`config.mk`:
```
export PLATFORM = sky130hd
export DESIGN_NAME = hwag_spi_ssram_bridge
export DESIGN_NICKNAME = d
export VERILOG_FILES = /design/src/rtl/hwag_pkg.sv /design/src/rtl/spi_sync_edge.sv /design/src/rtl/hwag_spi_ssram_bridge.sv
export SDC_FILE = /design/constraint.sdc
export NUM_CORES = 1
export LEC_CHECK = 0
export BUFFER_PORTS_ARGS = -buffer_cell sky130_fd_sc_hd__buf_2
export CORE_MARGIN = 2
export CORE_UTILIZATION = 51
export CTS_CLUSTER_DIAMETER = 120
export DETAILED_ROUTE_END_ITERATION = 7
export HOLD_SLACK_MARGIN = 0.12
export PLACE_DENSITY = 0.74
export SYNTH_ARGS = -nofsm -noshare
export SYNTH_HDL_FRONTEND = slang
export SYNTH_HIERARCHICAL = 1
export SYNTH_SLANG_ARGS = --single-unit
```
`constraint.sdc`:
```
create_clock -name clk -period 1.5 [get_ports clk]
set_input_delay 0.3 -clock clk [delete_from_list [all_inputs] [get_ports clk]]
set_output_delay 0.3 -clock clk [all_outputs]
set_load 0.02 [all_outputs]
```
`src/rtl/hwag_pkg.sv`:
```
// Shared constants and FSM state type for the hwag SPI-to-register-file bridge.
package hwag_pkg;

  localparam int SSRAM_ADDR_W   = 8;
  localparam int SSRAM_DATA_W   = 16;
  localparam int SPI_FRAME_BITS = 32;
  localparam int SPI_HDR_BITS   = 16;

  typedef enum logic [2:0] {
    WAIT_CS,
    IDLE,
    HDR,
    RD_REQ,
    DATA,
    WR
  } spi_br_state_t;

endpackage

```
`src/rtl/spi_sync_edge.sv`:
```
// N-stage synchronizer with registered rise/fall strobes for one async pin.
// Latency: level after STAGES clk, strobes after STAGES+1 clk; no backpressure.
module spi_sync_edge #(
  parameter int STAGES = 2
) (
  input  logic clk,
  input  logic rst,
  input  logic din,
  output logic level,
  output logic rise,
  output logic fall
);

  logic [STAGES-1:0] sync;
  logic              prev;

  always_ff @(posedge clk) begin
    if (rst) begin
      sync <= '0;
      prev <= 1'b0;
      rise <= 1'b0;
      fall <= 1'b0;
    end else begin
      sync <= (sync << 1) | STAGES'(din);
      prev <= sync[STAGES-1];
      rise <= sync[STAGES-1] & ~prev;
      fall <= ~sync[STAGES-1] & prev;
    end
  end

  assign level = sync[STAGES-1];

endmodule

```
`src/rtl/hwag_spi_ssram_bridge.sv`:
```
// SPI mode-0 slave turning 32-bit frames into single ssram_256 word writes/reads.
// Latency: strobe 1 clk after the 16th/32nd synced SCK rise; no backpressure (host paces SCK).
module hwag_spi_ssram_bridge
  import hwag_pkg::*;
#(
  parameter int SYNC_STAGES = 2,
  parameter int RD_LAT      = 1
) (
  input  logic                    clk,
  input  logic                    rst,
  input  logic                    spi_sck,
  input  logic                    spi_cs_n,
  input  logic                    spi_mosi,
  output logic                    spi_miso,
  output logic                    ssram_we,
  output logic                    ssram_re,
  output logic [SSRAM_ADDR_W-1:0] ssram_addr,
  output logic [SSRAM_DATA_W-1:0] ssram_wdata,
  output logic                    ssram_data_oe,
  input  logic [SSRAM_DATA_W-1:0] ssram_rdata,
  output logic                    frame_err
);

  logic sck_unused_lvl, sck_rise, sck_fall;
  logic cs_lvl, cs_rise, cs_fall;
  logic mosi_lvl, mosi_unused_rise, mosi_unused_fall;

  spi_sync_edge #(.STAGES(SYNC_STAGES)) u_sck (
    .clk(clk), .rst(rst), .din(spi_sck),
    .level(sck_unused_lvl), .rise(sck_rise), .fall(sck_fall)
  );
  spi_sync_edge #(.STAGES(SYNC_STAGES)) u_cs (
    .clk(clk), .rst(rst), .din(spi_cs_n),
    .level(cs_lvl), .rise(cs_rise), .fall(cs_fall)
  );
  spi_sync_edge #(.STAGES(SYNC_STAGES)) u_mosi (
    .clk(clk), .rst(rst), .din(spi_mosi),
    .level(mosi_lvl), .rise(mosi_unused_rise), .fall(mosi_unused_fall)
  );

  spi_br_state_t           state, state_nxt;
  logic [5:0]              bit_cnt;
  logic [7:0]              lat_cnt;
  logic [SSRAM_DATA_W-1:0] shift_sr;
  logic [SSRAM_DATA_W-1:0] miso_sr;
  logic                    is_wr;
  logic                    in_frame, hdr_done, wr_go, rd_load, frame_end;

  always_comb begin
    state_nxt = state;
    hdr_done  = 1'b0;
    wr_go     = 1'b0;
    rd_load   = 1'b0;
    in_frame  = (state == HDR) || (state == RD_REQ) || (state == DATA) || (state == WR);
    frame_end = in_frame && cs_rise;
    case (state)
      WAIT_CS: if (cs_lvl) state_nxt = IDLE;
      IDLE:    if (cs_fall) state_nxt = HDR;
      HDR: begin
        if (cs_rise) state_nxt = IDLE;
        else if (sck_rise && bit_cnt == 6'd15) begin
          hdr_done  = 1'b1;
          state_nxt = shift_sr[14] ? DATA : RD_REQ;
        end
      end
      RD_REQ: begin
        if (cs_rise) state_nxt = IDLE;
        else if (lat_cnt == 8'(RD_LAT)) begin
          rd_load   = 1'b1;
          state_nxt = DATA;
        end
      end
      DATA: begin
        if (cs_rise) state_nxt = IDLE;
        else if (sck_rise && bit_cnt == 6'd31 && is_wr) begin
          wr_go     = 1'b1;
          state_nxt = WR;
        end
      end
      WR:      if (cs_rise) state_nxt = IDLE;
      default: state_nxt = WAIT_CS;
    endcase
  end

  always_ff @(posedge clk) begin
    if (rst) begin
      state         <= WAIT_CS;
      bit_cnt       <= '0;
      lat_cnt       <= '0;
      shift_sr      <= '0;
      miso_sr       <= '0;
      is_wr         <= 1'b0;
      spi_miso      <= 1'b0;
      ssram_we      <= 1'b0;
      ssram_re      <= 1'b0;
      ssram_data_oe <= 1'b0;
      ssram_addr    <= '0;
      ssram_wdata   <= '0;
      frame_err     <= 1'b0;
    end else begin
      state         <= state_nxt;
      ssram_we      <= wr_go;
      ssram_data_oe <= wr_go;
      ssram_re      <= hdr_done && !shift_sr[14];
      frame_err     <= frame_end && (bit_cnt != 6'd32);

      if (state == IDLE && cs_fall) bit_cnt <= '0;
      else if (in_frame && sck_rise && bit_cnt < 6'd33) bit_cnt <= bit_cnt + 6'd1;

      if (sck_rise) shift_sr <= {shift_sr[SSRAM_DATA_W-2:0], mosi_lvl};

      if (hdr_done) begin
        ssram_addr <= {shift_sr[6:0], mosi_lvl};
        is_wr      <= shift_sr[14];
      end

      // MOSI for the last bit settles long before its SCK strobe, so tracking it here
      // gives wdata a full cycle of setup ahead of the write strobe.
      if (state == DATA && is_wr && bit_cnt == 6'd31)
        ssram_wdata <= {shift_sr[SSRAM_DATA_W-2:0], mosi_lvl};

      if (state == RD_REQ) lat_cnt <= lat_cnt + 8'd1;
      else lat_cnt <= '0;

      if (rd_load) begin
        miso_sr  <= ssram_rdata;
        spi_miso <= 1'b0;
      end else if (state == DATA && !is_wr) begin
        if (sck_fall) begin
          spi_miso <= miso_sr[SSRAM_DATA_W-1];
          miso_sr  <= miso_sr << 1;
        end
      end else begin
        spi_miso <= 1'b0;
      end
    end
  end

endmodule

```
Word level (Yosys, flattened, before mapping)
Cells that the tools add are included.
- register bits: 89
- bits of input ports: 21
- output and inout port bits: 29
- logic and storage cells: 100
- add/sub/neg operators: 2
- order comparisons: 1
- eq/ne operators: 15
- multiplexer cells: 21
- bitwise operators: 14
- reductions and logical operators: 26
- operator list (cell ; number):
    $mux W16 ; 3
    $mux W3 ; 10
    $pmux W3 S6 ; 1
    $logic_and A1 B1 Y1 ; 12
    $ne A3 B1 Y1 const B ; 3
    $add A8 B1 Y8 const B ; 1
    $eq A8 B1 Y1 const B ; 1
    $mux W1 ; 7
    $not A1 Y1 ; 7
    $add A6 B1 Y6 const B ; 1
    $eq A3 B2 Y1 const B ; 2
    $eq A3 B3 Y1 const B ; 2
    $eq A6 B4 Y1 const B ; 1
    $eq A6 B5 Y1 const B ; 1
    $lt A6 B6 Y1 const B ; 1
    $ne A2 B1 Y1 const B ; 3
    $ne A6 B6 Y1 const B ; 1
    $or A2 B1 Y2 ; 3
    $reduce_and A6 Y1 ; 1
    $reduce_or A3 Y1 ; 2
    $and A1 B1 Y1 ; 4
    $reduce_bool A2 Y1 ; 2
    $reduce_or A2 Y1 ; 2
    $eq A3 B1 Y1 const B ; 1
    4 further kinds ; 7

Depth between registers and ports, before layout
Gate-level depths: netlist of the first run.
- depth in word-level cells: 6
- depth in mapped cells: 7
- depth with buffers taken out: 6

Hierarchy
The synthesis of the first run kept the hierarchy.
- by module, submodules not included (module ; times used ; cells each ; area each (sq um)):
    hwag_spi_ssram_bridge ; 1 ; 346 ; 3229.3
    spi_sync_edge ; 3 ; 10 ; 133.9

Worst setup path after synthesis of the first run
OpenSTA, ideal clock, no wires.
- path kind: register to register
- from: register state[1]
- to: register state[2]
- data arrival time: 1553 ps
- required time: 1377 ps
- slack: -177 ps
- cell stages (with the launch flop): 6
- path buffers: 1
- period minus slack after synthesis: 1677 ps
- path through: dfxtp_1 buf_6 or3b_4 a311o_1 o211ai_2 mux2_1
- cells in the longest elaborated chain, start to end: 3
- elaborated cells on any way between the ends: 14
- ends and longest elaborated chain (item ; RTL line ; RTL):
    start, declared ; hwag_spi_ssram_bridge.sv:41 ; spi_br_state_t state, state_nxt;
    start signal, assigned ; hwag_spi_ssram_bridge.sv:101 ; state <= state_nxt;
    $eq A3 B3 Y1, or another cell as far along ; hwag_spi_ssram_bridge.sv:56 ; case (state)
    $ne A3 B1 Y1 (no line) or $ne A2 B1 Y1 (tied branches) ; - ;
    $reduce_and A6 Y1 (no line) ; - ;
Several ways; a longest one is shown, not always the timed one.
A chain may end at the register's enable or synchronous reset.

Final worst setup path of the first run
- from: register bit_cnt[1]
- to: register bit_cnt[2]
- cells in the longest elaborated chain, start to end: 2
- elaborated cells on any way between the ends: 3
- ends and longest elaborated chain (item ; RTL line ; RTL):
    start, declared ; hwag_spi_ssram_bridge.sv:42 ; logic [5:0] bit_cnt;
    start signal, assigned ; hwag_spi_ssram_bridge.sv:108 ; else if (in_frame && sck_rise && bit_cnt < 6'd33) bit_cnt <= bit_cnt + 6'd1;
    $lt A6 B6 Y1 ; hwag_spi_ssram_bridge.sv:108 ;
    $logic_and A1 B1 Y1 ; hwag_spi_ssram_bridge.sv:108 ;
Several ways; a longest one is shown, not always the timed one.

==> results of run 1 <==
[final cells by class]
type / instances / area share (%)
clock buffer: 9 / 2.65
clock inverter: 7 / 1.26
inverter: 6 / 0.482
multi-input combinational: 252 / 40.6
sequential: 89 / 38.3
tap: 80 / 2.14
timing repair buffer: 91 / 14.6
[power breakdown]
part           switching (mW)  internal (mW)
combinational           0.245          0.263
sequential             0.0332           2.40
clock                   0.898          0.634
total                    1.18           3.30
[registers in the layout (all words and copies together) (netlist names), 2 cells and up]
name / cells
miso_sr: 16
ssram_wdata: 16
shift_sr: 15
lat_cnt: 8
ssram_addr: 8
bit_cnt: 6
state: 3
u_cs/sync: 2
u_mosi/sync: 2
u_sck/sync: 2
[metrics by stage]
step	instances	hold WS, ps	cell area [um2]
final	534	155	4680
after global placement	513	395	4110
after global routing	534	166	4680
after detailed placement	513	405	4110
after CTS	531	141	4400
after floorplan	370	372	3550
[worst max-delay path by stage]
| stage | from | to | slack [ps] | cells after the start |
|---|---|---|---|---|
| 2_1_floorplan | state[1]$_SDFFE_PP0P_ | state[2]$_SDFFE_PP0P_ | -130 | 5 |
| 3_3_place_gp | bit_cnt[0]$_SDFFE_PP0P_ | state[2]$_SDFFE_PP0P_ | -80 | 5 |
| 3_5_place_dp | bit_cnt[0]$_SDFFE_PP0P_ | bit_cnt[2]$_SDFFE_PP0P_ | -150 | 6 |
| 4_1_cts | bit_cnt[1]$_SDFFE_PP0P_ | bit_cnt[2]$_SDFFE_PP0P_ | -120 | 6 |
| 5_1_grt | state[1]$_SDFFE_PP0P_ | state[2]$_SDFFE_PP0P_ | -170 | 5 |
| 6_report | bit_cnt[1]$_SDFFE_PP0P_ | bit_cnt[2]$_SDFFE_PP0P_ | -90 | 6 |
[worst reg2reg max path, cell delays in order (launching register included)]
cell and delay (ps):
dfxtp_2 340, inv_2 80, ha_4 120, or4b_4 460
a21oi_4 210, a211oi_2 90, a31o_1 180
[cell usage in the layout, fill, tap and decap left out, types with 2 or more instances in the layout]
cell type  count
nor3b_1        4
clkbuf_8       9
xnor2_1        4
inv_6          4
a211oi_2      15
nor4_1         4
mux2i_1       41
buf_4         32
clkbuf_16      2
buf_2         49
xor2_1         5
buf_12         6
inv_1          3
a31oi_1        2
ha_1           4
and3_1         2
nor2_4         7
nor4b_4        2
ha_4           2
nor3b_2        3
nand3_1        9
a21oi_1       18
nor2b_1       12
nor3_1         2
nor2_2         6
o21ai_0        2
inv_2          3
dfxtp_1       82
nor2_1        41
nand2_1       36
dfxtp_2        6
[metal layers]
| layer | vias to the layer above | global-route usage (%) | part of all wire (%) |
|---|---|---|---|
| li1 | 1434 | - | - |
| met4 | 0 | 9.37 | 2.2 |
| met1 | 1373 | 25.2 | 44 |
| met3 | 17 | 4.45 | 4.0 |
| met5 | - | 0 | 0 |
| met2 | 64 | 34.0 | 50 |
[timing repair]
item / in CTS / in global routing
gates resized for setup: 18 / 52
setup endpoints to repair: 37 / 50
cloned: 0 / 3
pin swaps: 4 / 13
setup buffers: 2 / 0
==> flow_summary.ini, run 1 <==
[cts]
postCtsHoldBufs = 0
clk_pin_slew_worst_paths_ps = 90
htree_levels = 3
cts_buffer_depth = 2
clock_latency_ps = 360
numCtsBuffers = 9
cts_tree = done
cts_root_buf = clkbuf_8
numClockSinks = 89

[layout]
insertedDiodeCount = 0
regArea_um2 = 1790
fillers = 517
area_delta_synth_final_pct = 31.8
final_util_pct = 69.2
drive_gt1_share_pct = 36.8
final_nets = 476
multiInputGateArea_um2 = 1900

[floorplanning]
initial_core_util_pct = 52.5
pin_count = 50
die_h_um = 87.4
core_area_um2 = 6760
row_count = 30
die_area_um2 = 7640
fp.dieW_um = 87.4

[hold_path]
whs_path_depth = 2
holdPathEnd = u_cs/sync[0]$_SDFF_PP0_
hold_path.startpoint = spi_cs_n
hold_path_class = input pin to register

[global_route]
first_global_vias = 2739
grt_max_degree = 73
grt_pass1_wl_um = 12300
antenna_found_initial = 0
grt_use_total_pct = 20.4
grt_overflow = 0

[logic_synthesis]
syn_inst = 370
syn_area_um2 = 3550
synth_warnings = 6
avgSynthCellArea_um2 = 9.59
syn-num-nets = 397

[power]
p_leak_nw = 1.99
peakVddDrop_mv = 0.669
power_density_nw_per_um2 = 956
power_mw = 4.47

[timing]
fin_crit_sh_pct = 106
final_hold_viol_count = 0
fin_ws_ps = -89.1
period_needed_ps = 1590
worst_pin_slew_ps = 391
clock_skew_ps = 11.7
rsz0062_at_grt = true
drv_slew = 0
setup_viol = 21
fin_tns_setup_ps = -458
relSlewSlack_pct = 73.9
fmax_mhz = 629

[place]
hpwl_um = 4930
gp_congestion = 0.956
dpl_worst_slack_ps = -145
io_buffers = 49

[setup_path]
path_max_fanout = 4
reg2regPathDepth = 6
cp_num_buf_inv = 1
cpLargestDelayFamily = compound AO/OA/AOI/OAI gates
critPathMaxStageDelay_ps = 460
startpoint_type = register
crit_type = register to register
critPathRequiredTime_ps = 1750
rr_startpoint = bit_cnt[1]$_SDFFE_PP0P_
arrival_ps = 1840
rrSetupSlack_ps = -90
r2r_end = bit_cnt[2]$_SDFFE_PP0P_
worstSetupEndpointType = register
crit_path_cell_trace = inv_2 > ha_4 > or4b_4 > a21oi_4 > a211oi_2 > a31o_1
cp_slowest_cell = or4b_4

[route]
drtPass1Iterations = 4
vias_per_cell = 5.41
routed_wirelength_um = 7850
vias = 2888
drtAntennaViolNets = 0
wire_per_inst_um = 14.7
remaining_drc_errors = 0
drt-initial-drc-count = 153

[job]
cap_violations = 0

[status]
violations = negative setup slack
status = finished with violations
No activity file was read; power rests on OpenSTA's default activity.
==> run 2, diff against run 1 <==
--- a/config.mk
+++ b/config.mk
@@ -6,11 +6,12 @@
 export NUM_CORES = 1
 export LEC_CHECK = 0
+export ABC_AREA = 1
 export BUFFER_PORTS_ARGS = -buffer_cell sky130_fd_sc_hd__buf_2
 export CORE_MARGIN = 2
-export CORE_UTILIZATION = 51
+export CORE_UTILIZATION = 52
 export CTS_CLUSTER_DIAMETER = 120
 export DETAILED_ROUTE_END_ITERATION = 7
 export HOLD_SLACK_MARGIN = 0.12
-export PLACE_DENSITY = 0.74
+export PLACE_DENSITY = 0.75
 export SYNTH_ARGS = -nofsm -noshare
 export SYNTH_HDL_FRONTEND = slang
==> constraint.sdc (replaced) <==
create_clock -name clk -period 1.5 [get_ports clk]
set_input_delay 0.15 -clock clk [delete_from_list [all_inputs] [get_ports clk]]
set_output_delay 0.15 -clock clk [all_outputs]
set_load 0.02 [all_outputs]
==> run 2 against run 1 <==
Net effect: synthesized cell count increased by 29%; via count increased by 17%; utilization increased by 1.4 points; highest routed layer unchanged; final cell count increased by 25%; total power increased by 19%; worst setup slack improved by 96 ps; critical endpoint is now ssram_addr[2]$_SDFFE_PP0P_; largest cell class is now sequential cells; the flow now finishes without violations; non-clock buffer count increased by 7; critical path type unchanged; largest power group unchanged.
==> flow_summary.ini, run 2 <==
[power]
power_density_nw_per_um2 = 1090
peakVddDrop_mv = 0.718
power_mw = 5.32
p_leak_nw = 2.13

[global_route]
grt_overflow = 0
antenna_found_initial = 0
grt_max_degree = 36
grt_use_total_pct = 21.6
grt_pass1_wl_um = 13300
first_global_vias = 3050

[layout]
area_delta_synth_final_pct = 29.9
drive_gt1_share_pct = 31.1
final_common_cell = dfxtp_1
fillers = 553
final_cell_mix = 82 x dfxtp_1, 71 x nand2_1, 59 x nor2_1
final_nets = 594
insertedDiodeCount = 0
postLayoutCellArea_um2 = 4870
reg_top3 = miso_sr (16), ssram_wdata (16), shift_sr (15)

[place]
dpl_worst_slack_ps = -44.2
post_dp_cell_area_um2 = 4190
gp_congestion = 0.906
hpwl_um = 5350
io_buffers = 49

[floorplanning]
fp.dieW_um = 88.9
row_count = 30
core_area_um2 = 6910
initial_core_util_pct = 54.3
die_area_um2 = 7910
pin_count = 50
die_h_um = 88.9

[logic_synthesis]
syn-num-nets = 504
avgSynthCellArea_um2 = 7.87
syn_area_um2 = 3750
syn_inst = 477
synth_warnings = 6

[timing]
clock_skew_ps = 18.8
drv_slew = 0
fin_crit_sh_pct = 99.6
fmax_mhz = 670
relSlewSlack_pct = 75.6
fin_ws_ps = 6.66
final_hold_viol_count = 0
period_needed_ps = 1490
whs_ps = 127
worst_pin_slew_ps = 366
setup_viol = 0
fin_tns_setup_ps = 0
rsz0062_at_grt = true

[route]
vias_per_cell = 5.07
vias = 3387
routed_wirelength_um = 8740
drtPass1Iterations = 7
remaining_drc_errors = 0
drtAntennaViolNets = 0
wire_per_inst_um = 13.1
drt-initial-drc-count = 131

[job]
cap_violations = 0

[cts]
cts_root_buf = clkbuf_8
numClockSinks = 89
htree_levels = 3
clk_pin_slew_worst_paths_ps = 90
clock_latency_ps = 360
cts_buffer_depth = 2
numCtsBuffers = 9
cts_tree = done

[setup_path]
cp_common_cell = inv_1
crit_path_cell_trace = inv_1 > nand2_1 > inv_1 > nand3_4 > nor3_4 > buf_12 > buf_8 > buf_6 > a21oi_2
startpoint_type = register
crit_type = register to register
worstSetupEndpointType = register
cp_num_buf_inv = 5
cpLargestDelayFamily = buffers and inverters
critPathMaxStageDelay_ps = 340
critPathRequiredTime_ps = 1750
path_max_fanout = 6
cp_slowest_cell = dfxtp_1
arrival_ps = 1740
rrSetupSlack_ps = 7

[status]
status = finished, final reports clean

[hold_path]
hold_path_class = input pin to register
## run 2: metal layers
layer	GRT usage, %	share of wire (%)	vias up
met5	0	0	-
met4	7.33	1.5	0
met3	5.82	4.5	15
met2	36.8	50	84
met1	26.6	44	1575
li1	-	-	1713
## run 2: worst register-to-register path: stages, from the launching register on
cell     delay, ps
dfxtp_1        340
inv_1          130
nand2_1         90
inv_1          100
nand3_4        110
nor3_4         230
buf_12         150
buf_8          120
buf_6           90
a21oi_2         40
## run 2: stage by stage
step                      std cells  utilization (%)
after floorplan                 477                -
after CTS                       658             67.1
after global placement          622             60.7
final                           668             70.6
after global routing            668             70.6
after detailed placement        622             60.7
## run 2: cell type report
class                      count  area, um2  area share (%)
sequential                    89       1790            36.7
multi-input combinational    306       1760            36.2
timing repair buffer          98        758            15.6
inverter                      63        241            4.95
clock buffer                  10        128            2.62
tap                           96        120            2.46
clock inverter                 6       73.8            1.51
## run 2: power breakdown
group          total, mW  internal, mW  switching [mW]
Sequential          2.57          2.45           0.118
Clock               1.68         0.791           0.894
Combinational       1.07         0.423           0.650
Total               5.32          3.66            1.66
## run 2: worst paths after layout
check,startpoint,endpoint,cells past startpoint
hold reg to reg,u_sck/prev$_SDFF_PP0_,u_sck/rise$_SDFF_PP0_,1
hold / removal,rst,u_cs/sync[0]$_SDFF_PP0_,2
setup reg to reg,bit_cnt[5]$_SDFFE_PP0P_,ssram_addr[2]$_SDFFE_PP0P_,9
setup / recovery,bit_cnt[5]$_SDFFE_PP0P_,ssram_addr[2]$_SDFFE_PP0P_,9
## run 2: timing repair
action                     4_1_cts  5_1_grt
hold buffers                    18        0
cloned                           1        0
hold endpoints to repair        18        0
gates resized for setup          8       60
setup buffers                    1       11
pin swaps                        2       13
setup endpoints to repair       18       54
